--- config.mk ---
export PLATFORM = sky130hd
export DESIGN_NAME = cpu_ctrl_seq
export DESIGN_NICKNAME = d
export VERILOG_FILES = /design/src/rtl/cpu_pkg.sv /design/src/rtl/cpu_op_decode.sv /design/src/rtl/cpu_ctrl_seq.sv
export SDC_FILE = /design/constraint.sdc
export NUM_CORES = 1
export LEC_CHECK = 0
export CAP_MARGIN = 40
export CORE_MARGIN = 5
export CORE_UTILIZATION = 36
export CTS_CLUSTER_DIAMETER = 100
export DETAILED_ROUTE_END_ITERATION = 8
export GPL_TIMING_DRIVEN = 0
export PLACE_DENSITY = 0.75
export SLEW_MARGIN = 10
export SYNTH_ARGS = -nofsm -noshare
export SYNTH_HDL_FRONTEND = slang
export SYNTH_SLANG_ARGS = --single-unit
--- constraint.sdc ---
create_clock -name clock -period 1.7 [get_ports clock]
set_input_delay 0.34 -clock clock [delete_from_list [all_inputs] [get_ports clock]]
set_output_delay 0.34 -clock clock [all_outputs]
set_load 0.01 [all_outputs]
--- src/rtl/cpu_pkg.sv ---
`default_nettype none
// +----------------------------------------------------------------------+
// | cpu_pkg : opcode, state, ALU and writeback encodings for the core    |
// | Revision: 1.0                                                         |
// +----------------------------------------------------------------------+
package cpu_pkg;

    localparam logic [3:0] OP_NOP   = 4'h0;
    localparam logic [3:0] OP_ADD   = 4'h1;
    localparam logic [3:0] OP_SUB   = 4'h2;
    localparam logic [3:0] OP_AND   = 4'h3;
    localparam logic [3:0] OP_OR    = 4'h4;
    localparam logic [3:0] OP_LDI   = 4'h5;
    localparam logic [3:0] OP_LD    = 4'h6;
    localparam logic [3:0] OP_ST    = 4'h7;
    localparam logic [3:0] OP_JMP   = 4'h8;
    localparam logic [3:0] OP_BZ    = 4'h9;
    localparam logic [3:0] OP_IN    = 4'hA;
    localparam logic [3:0] OP_OUT   = 4'hB;
    localparam logic [3:0] OP_ILL_C = 4'hC;
    localparam logic [3:0] OP_ILL_D = 4'hD;
    localparam logic [3:0] OP_ILL_E = 4'hE;
    localparam logic [3:0] OP_HALT  = 4'hF;

    typedef enum logic [2:0] {
        ST_START  = 3'd0,
        ST_FETCH  = 3'd1,
        ST_DECODE = 3'd2,
        ST_EXEC   = 3'd3,
        ST_MEM    = 3'd4,
        ST_WB     = 3'd5,
        ST_HALT   = 3'd6
    } state_t;

    typedef enum logic [2:0] {
        ALU_PASS = 3'd0,
        ALU_ADD  = 3'd1,
        ALU_SUB  = 3'd2,
        ALU_AND  = 3'd3,
        ALU_OR   = 3'd4
    } alu_op_t;

    localparam logic [1:0] WB_ALU = 2'd0;
    localparam logic [1:0] WB_MEM = 2'd1;
    localparam logic [1:0] WB_IMM = 2'd2;
    localparam logic [1:0] WB_DIN = 2'd3;

endpackage
`default_nettype wire

--- src/rtl/cpu_op_decode.sv ---
`default_nettype none
// +----------------------------------------------------------------------+
// | cpu_op_decode : opcode to instruction-class bits and ALU operation   |
// | Revision: 1.0                                                         |
// +----------------------------------------------------------------------+
module cpu_op_decode
    import cpu_pkg::*;
(
    input  logic [3:0] opcode,
    output logic       is_alu,
    output logic       is_mem,
    output logic       is_store,
    output logic       is_branch,
    output logic       is_halt,
    output logic       is_illegal,
    output logic [2:0] alu_op
);

    always_comb begin
        is_alu     = 1'b0;
        is_mem     = 1'b0;
        is_store   = 1'b0;
        is_branch  = 1'b0;
        is_halt    = 1'b0;
        is_illegal = 1'b0;
        alu_op     = ALU_PASS;
        case (opcode)
            OP_ADD: begin is_alu = 1'b1; alu_op = ALU_ADD; end
            OP_SUB: begin is_alu = 1'b1; alu_op = ALU_SUB; end
            OP_AND: begin is_alu = 1'b1; alu_op = ALU_AND; end
            OP_OR:  begin is_alu = 1'b1; alu_op = ALU_OR;  end
            OP_LD:  is_mem = 1'b1;
            OP_ST:  begin is_mem = 1'b1; is_store = 1'b1; end
            OP_JMP, OP_BZ: is_branch = 1'b1;
            OP_HALT: is_halt = 1'b1;
            OP_ILL_C, OP_ILL_D, OP_ILL_E: is_illegal = 1'b1;
            default: ;
        endcase
    end

endmodule
`default_nettype wire

--- src/rtl/cpu_ctrl_seq.sv ---
`default_nettype none
// +----------------------------------------------------------------------+
// | cpu_ctrl_seq : multi-cycle fetch/decode/exec/mem/wb control FSM      |
// | Option ILLEGAL_TRAP_EN: opcodes C-E trap to HALT and raise illegal_op |
// | Revision: 1.0                                                         |
// +----------------------------------------------------------------------+
module cpu_ctrl_seq
    import cpu_pkg::*;
#(
    parameter int OPW      = 4,
    parameter int ALUW     = 3,
    parameter int WAIT_MAX = 15
) (
    input  logic            clock,
    input  logic            reset,
    input  logic [15:0]     instr,
    input  logic            zero_flag,
    input  logic            mem_ready,
    output logic            mem_req,
    output logic            mem_we,
    output logic            addr_sel,
    output logic            ir_load,
    output logic            pc_inc,
    output logic            pc_load,
    output logic [ALUW-1:0] alu_op,
    output logic            rf_we,
    output logic [1:0]      wb_sel,
    output logic            out_load,
    output logic            halted,
    output logic            wait_err,
    output logic [2:0]      state_o
`ifdef ILLEGAL_TRAP_EN
    ,
    output logic            illegal_op
`endif
);

    localparam int CNTW = $clog2(WAIT_MAX + 1);

    state_t          state_q, state_d;
    logic [CNTW-1:0] wait_cnt_q, wait_cnt_d;
    logic            wait_err_q, wait_err_d;
    logic            illegal_q, illegal_d;

    logic [OPW-1:0]  w_opcode;
    logic            w_is_alu, w_is_mem, w_is_store, w_is_branch;
    logic            w_is_halt, w_is_illegal;
    logic [2:0]      w_dec_alu_op;
    logic            w_waiting;
    logic            w_unused_instr;

    assign w_opcode       = instr[15 -: OPW];
    assign w_unused_instr = ^instr[15-OPW:0];

    cpu_op_decode u_dec (
        .opcode     (w_opcode),
        .is_alu     (w_is_alu),
        .is_mem     (w_is_mem),
        .is_store   (w_is_store),
        .is_branch  (w_is_branch),
        .is_halt    (w_is_halt),
        .is_illegal (w_is_illegal),
        .alu_op     (w_dec_alu_op)
    );

    // Strobes are decoded from the registered state, so async reset clears them at once.
    always_comb begin
        state_d  = state_q;
        illegal_d = illegal_q;
        mem_req  = 1'b0;
        mem_we   = 1'b0;
        addr_sel = 1'b0;
        ir_load  = 1'b0;
        pc_inc   = 1'b0;
        pc_load  = 1'b0;
        alu_op   = '0;
        rf_we    = 1'b0;
        wb_sel   = WB_ALU;
        out_load = 1'b0;
        halted   = 1'b0;
        case (state_q)
            ST_START: state_d = ST_FETCH;
            ST_FETCH: begin
                mem_req = 1'b1;
                if (mem_ready) begin
                    ir_load = 1'b1;
                    pc_inc  = 1'b1;
                    state_d = ST_DECODE;
                end
            end
            ST_DECODE: state_d = ST_EXEC;
            ST_EXEC: begin
                state_d = ST_FETCH;
                if (w_is_alu) begin
                    alu_op = ALUW'(w_dec_alu_op);
                    rf_we  = 1'b1;
                    wb_sel = WB_ALU;
                end else if (w_opcode == OP_LDI) begin
                    rf_we  = 1'b1;
                    wb_sel = WB_IMM;
                end else if (w_is_mem) begin
                    state_d = ST_MEM;
                end else if (w_is_branch) begin
                    pc_load = (w_opcode == OP_JMP) ? 1'b1 : zero_flag;
                end else if (w_opcode == OP_IN) begin
                    rf_we  = 1'b1;
                    wb_sel = WB_DIN;
                end else if (w_opcode == OP_OUT) begin
                    out_load = 1'b1;
                end else if (w_is_halt) begin
                    state_d = ST_HALT;
                end else if (w_is_illegal) begin
`ifdef ILLEGAL_TRAP_EN
                    state_d   = ST_HALT;
                    illegal_d = 1'b1;
`else
                    state_d   = ST_FETCH;
`endif
                end
            end
            ST_MEM: begin
                mem_req  = 1'b1;
                addr_sel = 1'b1;
                mem_we   = w_is_store;
                if (mem_ready) begin
                    state_d = w_is_store ? ST_FETCH : ST_WB;
                end
            end
            ST_WB: begin
                rf_we   = 1'b1;
                wb_sel  = WB_MEM;
                state_d = ST_FETCH;
            end
            ST_HALT: halted = 1'b1;
            default: state_d = ST_START;
        endcase
    end

    // The error flag rises on the edge where the counter reaches WAIT_MAX.
    always_comb begin
        w_waiting  = mem_req && !mem_ready;
        wait_cnt_d = '0;
        wait_err_d = wait_err_q;
        if (w_waiting) begin
            wait_cnt_d = (wait_cnt_q == CNTW'(WAIT_MAX)) ? wait_cnt_q : wait_cnt_q + 1'b1;
            if (wait_cnt_q == CNTW'(WAIT_MAX - 1)) begin
                wait_err_d = 1'b1;
            end
        end
    end

    always_ff @(posedge clock or posedge reset) begin
        if (reset) begin
            state_q    <= ST_START;
            wait_cnt_q <= '0;
            wait_err_q <= 1'b0;
            illegal_q  <= 1'b0;
        end else begin
            state_q    <= state_d;
            wait_cnt_q <= wait_cnt_d;
            wait_err_q <= wait_err_d;
            illegal_q  <= illegal_d;
        end
    end

    assign wait_err = wait_err_q;
    assign state_o  = state_q;

`ifdef ILLEGAL_TRAP_EN
    assign illegal_op = illegal_q;
`endif

endmodule
`default_nettype wire

==> run summary, run 1 <==
status: finished with violations
failing checks: setup timing
FMAX: 0.555 GHz
Die Wd: 51.6 um
Tcrit/Tclk final: 106%
H-tree depth: 1
met1 wire length: 678 um
reg-to-reg endpoint: wait_cnt_q[2]
maximum capacitance violations: 0
num ports: 38
remaining global-route overflow: 0
initial DRC count: 5
clock skew: 3.60 ps
first-pass GRT wire length: 2.93 mm
# diodes: 0
std cell rows: 15
CTS buffer count: 3
total chip power: 1.31 mW
Die Ht: 51.6 um
Yosys Warn Count: 0
Core Footprint: 1690 um^2
Vias: 695
worst min path class: input pin to asynchronous set/reset pin
Fill cells: 145
DR WL/cell: 13.8 um
total clock sinks: 8
commonest cells after routing, fill and taps aside: 14 x buf_4, 13 x buf_2, 13 x nor2_1
clock tree buffer depth: 2
met2 WL: 1.03 mm
Final GP Congestion: 0.702
Final Hold Fails: 0
Core Util, Final: 61.4%
Post-Synthesis Cells: 74
Least-Margin Pin Slew: 415 ps
Leak Pwr: 0.510 nW
initial antenna violation count: 0
critical path peak fanout: 6
Worst R2R Start: state_o[2]
drc violations: 0
Port-buffer cells: 23
Worst Setup Start Kind: flop
FF-to-FF path depth: 5
dpl ws: -718 ps
Vias/cell: 5.23
main flop type after synthesis: dfrtp_1
Avg Inst Size Synth: 8.40 um^2
CP endpoint kind: output pin
synth top area cells: dfrtp_1 32%, nor2_1 7.8%, a211oi_2 4.0%
Unique masters post-synth: 33
setup_tns: -332 ps
Final min period: 1800 ps
final worst setup slack: -102 ps
RSZ-0062 raised after global routing: yes
top cell type's share of synthesized area: 32.2%
Setup violations, final: 5
largest net degree at the start of global routing: 10
Post-synth EDFFs: 0
Nets: 140
CTS tree: built
uppermost layer routed: met4
met3 routed wirelength: 115 um
antenna viol nets, final: 0
Yosys reg bits: 8
CP required: 1360 ps
Syn-to-layout area delta: 66.8%
Crit Path Class: flop to output pin
worst reg2reg setup slack: 260 ps
area leader, netlist: dfrtp_1
cell area after synthesis: 622 um^2
Die Area: 2660 um^2
global-route usage over all layers: 14.4%
Root Buffer: clkbuf_4
Detailed Routing Iterations Pass 1: 4
syn nets: 96
vias in the first global route: 691
DPL Wire Length: 1.13 mm
most common cell after layout, fill and taps aside: buf_4
asr flop ratio synth: 100%
routed wire length: 1.83 mm
worst skew pair latency: 250 ps
count of pins over their slew limit: 0
maximum vdd ir drop: 0.622 mV
post-synthesis sequential area ratio: 32.2%
hold_ws: 339 ps
WP data arrival: 1460 ps
share of cells above drive strength 1: 43.1%
worst rel slew slack: 72.4%
Clock transition at path regs: 60 ps
initial core utilization: 36.8%
pwr dens: 1260 nW/um^2
## worst max-delay path: stages, from the launching register on
cell      delay [ps]
dfrtp_1          380
buf_6            120
nand3b_4         100
or3_4            350
o21ai_1          120
buf_2            140
## through the flow
step | std cells | area, um^2
5_1_grt | 133 | 1040
2_1_floorplan | 74 | 622
6_report | 133 | 1040
3_5_place_dp | 114 | 873
4_1_cts | 132 | 988
3_3_place_gp | 114 | 873
## state kept, by name (all words and copies together) (netlist names)
| register | flops |
|---|---|
| wait_cnt_q | 4 |
| state_o | 3 |
| wait_err | 1 |
## cell type report
cell class / instances / area [um^2] / share of cell area (%)
sequential: 8 / 201 / 19.4
buffer: 5 / 38.8 / 3.74
inverter: 6 / 22.5 / 2.17
timing repair buffer: 39 / 297 / 28.6
multi-input combinational: 55 / 434 / 41.9
tap: 17 / 21.3 / 2.05
clock buffer: 3 / 22.5 / 2.17
## what timing repair did
action,in CTS,in global routing
gates resized for setup,70,11
pin swaps,2,2
hold buffers,0,0
endpoints found under the hold margin,0,0
setup buffers,15,1
setup endpoints to repair,14,12
## report_power, final
| part | total, mW | internal, mW | switching, mW |
|---|---|---|---|
| clock network | 0.144 | 0.0807 | 0.0632 |
| logic | 0.883 | 0.491 | 0.392 |
| registers | 0.281 | 0.236 | 0.0448 |
| total | 1.31 | 0.807 | 0.500 |
## synth_stat cells (all sizes together) (2+ instances only)
library cell	instances
nor2	13
dfrtp	8
inv	6
nand2	5
buf	4
nor3	4
nand3	3
nor3b	3
a211oi	2
ha	2
nand3b	2
o21ai	2
o31ai	2
or3	2
xnor2	2
## kinds of logic (layout without fill, tap and decap cells)
logic type | after synthesis | count (layout) | share of synthesized area (%)
AOI/OAI and AO/OA | 15 | 15 | 19.9
DFF | 8 | 8 | 32.2
xor gates and xnor gates | 2 | 2 | 2.82
and+or+nand+nor | 36 | 36 | 32.8
buffers and inverters | 11 | 53 | 8.25
adders and majority gates | 2 | 2 | 4.02
## routing by layer
| metal | vias to the layer above | track usage (%) |
|---|---|---|
| met5 | - | 0 |
| met4 | 0 | 4.37 |
| met3 | 2 | 3.44 |
| met2 | 21 | 29.0 |
| met1 | 324 | 14.0 |
| li1 | 348 | - |
## worst max path at each step
stage	start	end	slack, ps	cells past startpoint
floorplan	state_o[2]	wb_sel[0]	50	3
global route	state_o[1]	wb_sel[0]	-150	5
finish	state_o[1]	wb_sel[0]	-100	5
global placement	instr[13]	wb_sel[0]	-750	5
CTS	state_o[1]	wb_sel[0]	-90	5
detailed placement	instr[13]	wb_sel[0]	-720	5
Note: power is estimated with default switching activity, not from simulation.
==> inputs of run 2 (changes only) <==
--- a/config.mk
+++ b/config.mk
@@ -10,8 +10,9 @@
 export CORE_UTILIZATION = 36
 export CTS_CLUSTER_DIAMETER = 100
 export DETAILED_ROUTE_END_ITERATION = 8
+export GPL_ROUTABILITY_DRIVEN = 0
 export GPL_TIMING_DRIVEN = 0
-export PLACE_DENSITY = 0.75
+export PLACE_DENSITY = 0.79
 export SLEW_MARGIN = 10
 export SYNTH_ARGS = -nofsm -noshare
 export SYNTH_HDL_FRONTEND = slang
==> run 2 against run 1 <==
The run still ends with setup timing left. Die area unchanged. Utilization decreased by 0.37 points. Clock-buffer cell count unchanged.
==> run summary, run 2 (synthesis results as in run 1) <==
status: finished with violations
failing checks: setup timing
maximum vdd ir drop: 0.600 mV
final worst setup slack: -182 ps
DPL Wire Length: 1.16 mm
CTS Hold Bufs: 0
Die Area: 2660 um^2
Least-Margin Pin Slew: 309 ps
placed inst area: 873 um^2
worst rel slew slack: 79.4%
Port-buffer cells: 23
drc violations: 0
max reg flops: 4
most common cell after layout, fill and taps aside: buf_4
reg-to-reg endpoint: wait_cnt_q[1]
initial core utilization: 36.8%
std cell rows: 15
worst skew pair latency: 250 ps
largest net degree at the start of global routing: 11
Core Util, Final: 61.0%
FF-to-FF path depth: 5
clock skew: 11.0 ps
WP data arrival: 1540 ps
global-route usage over all layers: 15.1%
critical path peak fanout: 5
Reg area: 201 um^2
Vias: 696
Leak Pwr: 0.496 nW
Fill cells: 150
CTS buffer count: 3
commonest cells after routing, fill and taps aside: 15 x buf_4, 12 x buf_2, 11 x nor2_1
cell area after layout: 1030 um^2
area of the multi-input gates: 444 um^2
Detailed Routing Iterations Pass 1: 4
Worst R2R Start: state_o[0]
total clock sinks: 8
first-pass GRT wire length: 3.10 mm
Slowest-stage cell, CP: o41a_1
antenna viol nets, final: 0
CTS tree: built
Worst Setup Start Kind: flop
pwr dens: 1220 nW/um^2
CP cell instances: nand3b_4, o41a_1, o31ai_2, buf_2
vias in the first global route: 733
worst reg2reg setup slack: 290 ps
worst min path class: input pin to asynchronous set/reset pin
count of pins over their slew limit: 0
Die Wd: 51.6 um
Vias/cell: 5.27
DR WL/cell: 14.0 um
RSZ-0062 raised after global routing: yes
Crit Path Class: flop to output pin
Setup violations, final: 9
Core Footprint: 1690 um^2
Slowest Stage Delay on Critical Path: 440 ps
clock tree buffer depth: 2
CP required: 1360 ps
remaining global-route overflow: 0
Root Buffer: clkbuf_4
Biggest register: wait_cnt_q
Syn-to-layout area delta: 65.8%
H-tree depth: 1
maximum capacitance violations: 0
Die Ht: 51.6 um
num ports: 38
Final Hold Fails: 0
critical path endpoint: rf_we
initial DRC count: 13
Clock transition at path regs: 60 ps
CP endpoint kind: output pin
routed wire length: 1.85 mm
Final min period: 1880 ps
share of cells above drive strength 1: 49.6%
Tcrit/Tclk final: 111%
Critical Path Start: state_o[2]
FMAX: 0.531 GHz
Nets: 139
# diodes: 0
initial antenna violation count: 0
-- run 2: critical path: cells and delay by family, from the launching register on --
family | cells | cell delay (ps)
AOI/OAI and AO/OA | 2 | 510
buffers and inverters | 1 | 170
DFF | 1 | 420
and+or+nand+nor | 1 | 190
-- run 2: through the flow --
stage / power [mW] / std cells / hold slack (ps) / setup WS, ps / setup TNS, ps
floorplan: 0.624 / 74 / 156 / 49.6 / 0
global placement: 0.853 / 114 / 459 / -736 / -6480
detailed placement: 0.871 / 114 / 461 / -761 / -6710
CTS: 1.16 / 128 / 325 / -135 / -512
global route: 1.35 / 132 / 352 / -232 / -1590
finish: 1.26 / 132 / 325 / -182 / -753
-- run 2: report_power, final --
part           switching [mW]  internal (mW)
registers              0.0543          0.236
clock network          0.0638         0.0807
logic                   0.373          0.449
total                   0.491          0.766
-- run 2: layout make-up --
cell class	count	area share, %
Inverter	6	2.18
Tap cell	17	2.06
Clock buffer	3	2.18
Multi-Input combinational cell	55	43.1
Timing Repair Buffer	38	27.4
Buffer	5	3.52
Sequential cell	8	19.5
-- run 2: layer usage --
metal	track usage, %	up-vias	share of wire (%)
met3	6.88	0	10
met1	15.2	321	38
met4	1.31	0	0
li1	-	346	-
met2	29.0	29	52
met5	0	-	0
-- run 2: worst min path at each step --
stage / from / endpoint / slack, ps / cells after the start
CTS: reset / wait_err / 330 / 2
global route: reset / wait_err / 350 / 2
floorplan: reset / state_o[0] / 160 / 1
detailed placement: wait_err / wait_err / 460 / 1
global placement: wait_err / wait_err / 460 / 1
finish: reset / wait_err / 330 / 2
-- run 2: timing repair --
item / 4_1_cts / 5_1_grt
buffers inserted: 11 / 5
hold endpoints to repair: 0 / 0
pin swaps: 2 / 2
endpoints found under the setup margin: 14 / 13
gates resized for setup: 72 / 16
